### src/rtl/pc_pkg.sv
// Shared definitions for the PC fetch controller: FSM encoding, default
// sequential step and the redirect-target alignment helper.
package pc_pkg;

  typedef enum logic [1:0] {
    ST_IDLE = 2'd0,
    ST_REQ  = 2'd1,
    ST_HOLD = 2'd2
  } fetch_state_e;

  localparam int unsigned PC_STEP_DFLT = 4;

  // Redirect targets are forced onto a 4-byte boundary.
  function automatic logic [63:0] align_target(input logic [63:0] tgt);
    return {tgt[63:2], 2'b00};
  endfunction

endpackage

### src/rtl/pc_fetch_ctrl.sv
// Instruction fetch controller: issues one memory request at a time, holds the
// returned word for downstream, and handles redirects with squash of in-flight data.
module pc_fetch_ctrl
  import pc_pkg::*;
#(
  parameter logic [63:0] RESET_PC = 64'h0,
  parameter int unsigned PC_STEP  = PC_STEP_DFLT
) (
  input  logic        Clk,
  input  logic        Rst_n,
  output logic        ImemReq,
  output logic [63:0] ImemAddr,
  input  logic        ImemAck,
  input  logic [31:0] ImemData,
  output logic        InstrValid,
  input  logic        InstrReady,
  output logic [31:0] InstrOut,
  output logic [63:0] InstrPC,
  input  logic        Stall,
  input  logic        Branch,
  input  logic        Unconditional,
  input  logic        ALUZero,
  input  logic [63:0] BranchTarget,
  output logic        AlignErr
);

  fetch_state_e state_q, state_d;
  logic [63:0]  pc_q, pc_d;
  logic [63:0]  fetch_q, fetch_d;
  logic         squash_q, squash_d;
  logic [31:0]  instr_q, instr_d;
  logic [63:0]  ipc_q, ipc_d;
  logic         align_q, align_d;

  logic         taken;
  logic [63:0]  tgt;
  logic [63:0]  pc_inc;

  assign taken  = (Branch & ALUZero) | Unconditional;
  assign tgt    = align_target(BranchTarget);
  assign pc_inc = pc_q + 64'(PC_STEP);

  always_ff @(posedge Clk) begin
    if (!Rst_n) begin
      state_q  <= ST_IDLE;
      pc_q     <= RESET_PC;
      fetch_q  <= RESET_PC;
      squash_q <= 1'b0;
      instr_q  <= '0;
      ipc_q    <= '0;
      align_q  <= 1'b0;
    end else begin
      state_q  <= state_d;
      pc_q     <= pc_d;
      fetch_q  <= fetch_d;
      squash_q <= squash_d;
      instr_q  <= instr_d;
      ipc_q    <= ipc_d;
      align_q  <= align_d;
    end
  end

  always_comb begin
    state_d  = state_q;
    pc_d     = pc_q;
    fetch_d  = fetch_q;
    squash_d = squash_q;
    instr_d  = instr_q;
    ipc_d    = ipc_q;
    align_d  = taken & (BranchTarget[1:0] != 2'b00);

    unique case (state_q)
      ST_IDLE: begin
        fetch_d = pc_q;
        state_d = ST_REQ;
      end
      ST_REQ: begin
        // A redirect without ack cannot cancel the bus request, so the stale
        // response is remembered as squashed and discarded when it arrives.
        if (taken) begin
          pc_d = tgt;
          if (ImemAck) begin
            fetch_d  = tgt;
            squash_d = 1'b0;
          end else begin
            squash_d = 1'b1;
          end
        end else if (ImemAck) begin
          if (squash_q) begin
            squash_d = 1'b0;
            fetch_d  = pc_q;
          end else begin
            instr_d = ImemData;
            ipc_d   = fetch_q;
            state_d = ST_HOLD;
          end
        end
      end
      ST_HOLD: begin
        if (taken) begin
          pc_d    = tgt;
          fetch_d = tgt;
          state_d = ST_REQ;
        end else if (InstrReady && !Stall) begin
          pc_d    = pc_inc;
          fetch_d = pc_inc;
          state_d = ST_REQ;
        end
      end
      default: state_d = ST_IDLE;
    endcase
  end

  assign ImemReq    = (state_q == ST_REQ);
  assign ImemAddr   = fetch_q;
  assign InstrValid = (state_q == ST_HOLD);
  assign InstrOut   = instr_q;
  assign InstrPC    = ipc_q;
  assign AlignErr   = align_q;

endmodule

### config.mk
export PLATFORM = sky130hd
export DESIGN_NAME = pc_fetch_ctrl
export DESIGN_NICKNAME = d
export VERILOG_FILES = /design/src/rtl/pc_pkg.sv /design/src/rtl/pc_fetch_ctrl.sv
export SDC_FILE = /design/constraint.sdc
export NUM_CORES = 1
export LEC_CHECK = 0
export ABC_AREA = 1
export ABC_CLOCK_PERIOD_IN_PS = 1700
export CAP_MARGIN = 20
export CORE_UTILIZATION = 30
export DETAILED_ROUTE_END_ITERATION = 7
export HOLD_SLACK_MARGIN = 0.15
export PLACE_DENSITY = 0.65
export SYNTH_ARGS = -nofsm -noshare
export SYNTH_HDL_FRONTEND = slang
export SYNTH_SLANG_ARGS = --single-unit
### constraint.sdc
create_clock -name Clk -period 1.7 [get_ports Clk]
set_input_delay 0.34 -clock Clk [delete_from_list [all_inputs] [get_ports Clk]]
set_output_delay 0.34 -clock Clk [all_outputs]
set_load 0.02 [all_outputs]
==> results.toml, run 1 <==
[place]
port_buffers = 266
routabilityCongestion = 0.933
place_area_um2 = 17300
dp_hpwl_mm = 36.7
dpl.cell_count = 2879

[synthesis]
synth.area.top_cells = "dfxtp_1 37%, nor2_1 13%, nand2_1 12%, o21ai_0 9.4%, a21oi_1 9.1%"
synth.top_cell.area_share_pct = 36.7
synth_nets = 2093
synth_area_um2 = 12400
synth_area_leader_cell = "dfxtp_1"
ys_seq_elements = 228
yosysWarnings = 0
synthCells = 1984
syn-mean-instance-area_um2 = 6.26
synth_cell_types = 39
ys_seq_area_share_pct = 36.7

[routing]
dr.first_iter.drc_count = 1609
drc = 0
antenna_left = 0
wire_per_inst_um = 20.0
vias = 16400
routed_via_density = 5.37
drt_pass1_iterations = 5
wirelength_mm = 61.4

[timing]
hold_viol = 0
setup_viol = 224
maxSlewViolCount = 0
slew_headroom_pct = 68.1
period_minus_slack_ps = 1980
timing.final.ws_setup_ps = -282
fin_crit_sh_pct = 117
skew_ps = 21.9
rsz0062_at_grt = "true"
timing.fmax_mhz = 504
worst_pin_slew_ps = 479

[worst_setup_path]
path_class = "register to register"
worstPathMaxFanout = 6
cp.required_ps = 2150
cp-end-kind = "register"
worst_path_most_repeated_cell = "buf_4"
crit_slowest_cell = "o21ai_4"
max_stage_delay_ps = 370
start_kind = "register"
crit_chain = "buf_4 > ha_4 > buf_4 > o21ai_4 > clkinv_4 > clkbuf_16 > o21ai_1 > a21oi_2"
arrival_ps = 2430

[die]
die_x_um = 206
die_h_um = 206
die-area_um2 = 42200
initial_core_util_pct = 30.4
fp-row-count = 74
boundaryPins = 267
core_um2 = 40800

[power_and_ir_drop]
ir_drop_mv = 1.05
power.density_nw_per_um2 = 1640
pwr-share-seq_pct = 22.6
switching_power_uw = 16000
netSwitchingFraction_pct = 43.5
internal_power_uw = 20800
p_leak_uw = 0.00975
p_clk_share_pct = 18.1
power_frac_comb_pct = 59.3

[flow_run]
maxCapViolations = 0

[status]
status = "finished with violations"
violations = "setup timing"

[clock_network]
cts_hold_buffers = 0
htreeDepth = 1
cts_buffers = 28
cts_sinks = 228
cts_root_buf = "clkbuf_16"
path_clk_slew_ps = 60
tritoncts = "yes"
clock_latency_ps = 570
clockBufferDepth = 3

[global_routing]
grt-ovfl-total = 0
grt_max_degree = 73
grt_usage_pct = 25.6
grt_pass1_vias = 15000
antenna_found_initial = 0
grt_pass1_wl_mm = 84.6

[layout]
instances_no_fill = 3061
diodes = 0
nets = 2616
area_growth_pct = 80.5
utilization_pct = 54.9
drive_gt1_share_pct = 37.7
finalInstanceArea_um2 = 22400

[worst_hold_path]
hold_class = "primary input to register"
==> worst paths after layout <==
| kind | startpoint | endpoint | slack [ps] | depth (start not counted) |
|---|---|---|---|---|
| max reg2reg | state_q[1] | pc_q[58] | -280 | 8 |
| min | Rst_n | InstrPC[40] | 220 | 3 |
| max | state_q[1] | pc_q[58] | -280 | 8 |
| min reg2reg | pc_q[0] | pc_q[0] | 450 | 2 |
==> sequential cells by signal (all words and copies together), names as in the netlist <==
signal	cells
AlignErr	1
ImemAddr	64
state_q	2
squash_q	1
pc_q	64
InstrOut	32
InstrPC	64
==> worst max-delay path, delay by kind of cell, from the launching register on <==
family,cells,cell delay [ps]
compound gates,3,580
fa+ha+maj,1,160
buf+inv,4,780
flops,1,330
==> cell usage after synthesis <==
cell type  number
nor2_4          8
nor2_8          1
o21ai_2         1
o221a_2         1
a31oi_1         2
buf_1           1
inv_2           8
a22oi_1         1
xor2_1          3
nand3_1        99
a221oi_1        6
o31ai_1        18
a21oi_1       226
buf_2          17
nand2_2        17
nand3_2         1
o21bai_1        2
a211oi_1        1
o311ai_0        1
nor3_4          1
nor3_1         13
o211ai_1       11
nand4_1        11
dfxtp_1       228
clkbuf_1      105
and2_1          1
or2_2          21
o21ai_1        24
nand2_1       396
nor2_2         10
a21oi_2         1
inv_1          88
o21ai_0       233
clkinv_1        2
buf_4           3
ha_1            5
nand2_4         1
or3_1           1
nor2_1        415
==> logic make-up (layout without fill, tap and decap cells) <==
family / count (synthesis) / in the layout / share of synthesized area (%)
buffers and inverters: 224 / 769 / 7.03
adders and majority gates: 5 / 5 / 0.503
and+or+nand+nor: 996 / 996 / 33.3
xor gates and xnor gates: 3 / 3 / 0.211
AOI/OAI and AO/OA: 528 / 528 / 22.3
DFF: 228 / 228 / 36.7
==> layer usage <==
layer / up-vias / global-route usage [%] / part of all wire [%] / wire (um)
met2: 807 / 42.7 / 47 / 28900
met3: 158 / 3.44 / 7.3 / 4490
li1: 7643 / - / - / -
met5: - / 0 / 0 / 0
met4: 0 / 8.97 / 4.0 / 2490
met1: 7818 / 33.7 / 41 / 25500
==> placed cells by master (no fill, tap or decap), types with 7 or more instances in the layout <==
cell type          n
o21ai_1           30
nand4_1           11
buf_12            43
or2_2             21
buf_16            17
nand2_1          304
nor2_4            46
buf_4            206
nand3_2           47
buf_8             10
o21ai_0          106
nand2_4           19
a21oi_2           70
nand2_8           10
buf_6             59
a21oi_1          157
o21ai_4           12
nand3_1           49
clkbuf_16         46
o211ai_1          11
inv_2              8
dfxtp_2           33
o31ai_1           15
nand2_2           81
nor2_1           328
inv_1             78
dfxtp_1          191
nor2_2            59
o21ai_2          110
clkdlybuf4s50_1  102
inv_4              7
nor3_1            13
dlygate4sd2_1    160
==> per-stage QoR <==
stage	TNS (ps)	setup slack, ps	power (uW)	hold slack (ps)
finish	-33000	-282	36900	223
global route	-47980	-349	38500	224
CTS	-13950	-173	32800	162
detailed placement	-82260	-460	22900	431
global placement	-74230	-434	22700	419
floorplan	-1750	-53.8	16000	415
==> area by class of cell <==
cell class | instances | area (um^2)
multi-input cells | 1532 | 9050
clock buffers | 38 | 800
flip-flops and latches | 228 | 4620
inverters | 98 | 438
fillers | 3725 | 18400
well taps | 532 | 666
repair buffers | 617 | 6610
clock inverters | 14 | 224
repair inverters | 2 | 17.5
==> power by group through the flow <==
stage,Sequential (uW),Combinational (uW),Clock (uW)
finish,8330,21900,6660
global route,8460,23100,6960
CTS,8140,17900,6760
detailed placement,8100,14800,0
global placement,8090,14600,0
floorplan,8770,7180,0
==> repair_timing <==
item / 4_1_cts / 5_1_grt
endpoints found under the setup margin: 372 / 227
buffers inserted: 52 / 45
pin swaps: 88 / 166
resized for setup: 556 / 462
cloned: 23 / 24
Note: power is estimated with default switching activity, not from simulation.
==> run 2: changes to the inputs <==
ABC_CLOCK_PERIOD_IN_PS = 2200   (was 1700)
PLACE_DENSITY = 0.63   (was 0.65)
clock period = 2.2 ns   (was 1.7 ns; I/O delays follow)
==> run 2 against run 1 <==
Against the previous run: the flow now finishes without violations; final cell count fell by 9.3%; die area did not move; maximum frequency fell by 8.1%; register-to-register slack improved by 320 ps; clock-buffer cell count rose by 3; worst hold slack got worse by 27 ps; core utilization fell by 13 points; clock power fell by 29%; combinational power fell by 54%; sequential share of layout area rose by 6.2 points; global-route usage fell by 3.2 points; critical path type unchanged; highest routed layer is now met5.
==> results.toml, run 2 (synthesis gave the netlist of run 1 again) <==
[clock_network]
htreeDepth = 1
cts_root_buf = "clkbuf_16"
path_clk_slew_ps = 70
tritoncts = "yes"
cts_buffers = 27
cts_hold_buffers = 0
cts_sinks = 228
clock_latency_ps = 560
clockBufferDepth = 3

[worst_setup_path]
worstPathMaxFanout = 8
cp-end-kind = "register"
arrival_ps = 2580
cp.required_ps = 2620
path_class = "register to register"
start_kind = "register"

[place]
routabilityCongestion = 0.980
port_buffers = 266
dp_hpwl_mm = 34.9

[routing]
wl_met1_mm = 20.8
wirelength_mm = 48.8
topRoutingLayerUsed = "met5"
wl_met2_mm = 22.3
dr.first_iter.drc_count = 1362
drc = 0
drt_pass1_iterations = 5
routed_via_density = 5.17
wire_per_inst_um = 17.6
antenna_left = 0
vias = 14400
met3_length_mm = 4.07

[power_and_ir_drop]
ir_drop_mv = 0.841
p_total_uw = 21300
p_leak_uw = 0.00691
power.density_nw_per_um2 = 1250

[die]
initial_core_util_pct = 30.4
die-area_um2 = 42200
fp-row-count = 74
die_x_um = 206
die_h_um = 206
boundaryPins = 267
core_um2 = 40800

[global_routing]
grt-ovfl-total = 0
grt_max_degree = 75
grt_usage_pct = 22.4
grt_pass1_vias = 13300
antenna_found_initial = 2
grt_pass1_wl_mm = 74.9

[layout]
layout_commonest_cell = "nor2_1"
area_growth_pct = 37.1
drive_gt1_share_pct = 8.79
nets = 2332
final_cell_mix = "412 x nor2_1, 391 x nand2_1, 263 x clkdlybuf4s50_1"

[timing]
skew_ps = 32.7
slew_headroom_pct = 68.9
setup_viol = 0
rsz0062_at_grt = "true"
fin_crit_sh_pct = 98.1
hold-worst-slack_ps = 197
hold_viol = 0
period_minus_slack_ps = 2160
timing.fmax_mhz = 463
worst_pin_slew_ps = 467
maxSlewViolCount = 0

[status]
status = "completed"

[flow_run]
maxCapViolations = 0

[worst_hold_path]
hold_class = "primary input to register"
[run 2: cell types whose count changed in the layout (fill, tap and decap cells not counted), moves of 48 or more]
cell             delta
a21oi_1            +69
a21oi_2            -69
buf_4             -158
buf_6              -59
clkdlybuf4s50_1   +161
dlygate4sd2_1     -159
nand2_1            +87
nand2_2            -62
nand3_1            +50
nor2_1             +84
nor2_2             -48
o21ai_0           +127
o21ai_2           -110
[run 2: worst max-delay path, stage by stage (launching register included)]
cell and delay [ps]:
dfxtp_1 480, nand2_1 170, nor2_4 140, nand2_4 90
nor2_4 270, nand2_1 280, nor2_1 160, nand3_1 80
nand3_1 100, nand2_1 60, nand2_1 110, a21oi_1 80
[run 2: through the flow]
stage	util (%)	area [um^2]	setup slack [ps]	TNS [ps]	instances
floorplan	-	12400	300	0	1984
global placement	39.3	16100	-66.3	-66.3	2724
detailed placement	39.3	16100	-66.7	-475	2724
CTS	41.6	17000	11.6	0	2772
global route	41.7	17000	-22.8	-65.3	2775
finish	41.7	17000	42.3	0	2775
[run 2: power by group]
part,internal (uW),leakage [uW],switching (uW)
clock,2870,0.000453,1890
sequential,5230,0.00187,1180
combinational,4030,0.00459,6050
[run 2: repair_timing]
action,CTS,global route
endpoints found under the setup margin,2,25
pin swaps,0,2
resized for setup,3,15
setup buffers,0,2
[run 2: final timing paths]
check | start | end | slack [ps] | cells past startpoint
max | pc_q[7] | ImemAddr[41] | 40 | 11
max reg2reg | pc_q[7] | ImemAddr[41] | 40 | 11
min reg2reg | pc_q[1] | pc_q[1] | 450 | 2
min | Rst_n | InstrOut[24] | 200 | 3
[run 2: metal layers]
metal | up-vias | GRT usage [%]
met5 | - | 0
met4 | 2 | 7.28
met3 | 87 | 4.39
met2 | 607 | 35.9
met1 | 6658 | 30.0
li1 | 7002 | -
[run 2: area by class of cell]
| type | count | area, um^2 |
|---|---|---|
| inverters | 98 | 368 |
| clock buffers | 41 | 808 |
| clock inverters | 7 | 120 |
| repair buffers | 336 | 3470 |
| well taps | 532 | 666 |
| multi-input cells | 1532 | 7050 |
| flip-flops and latches | 228 | 4570 |
| diodes | 1 | 2.50 |
| fillers | 4262 | 23800 |
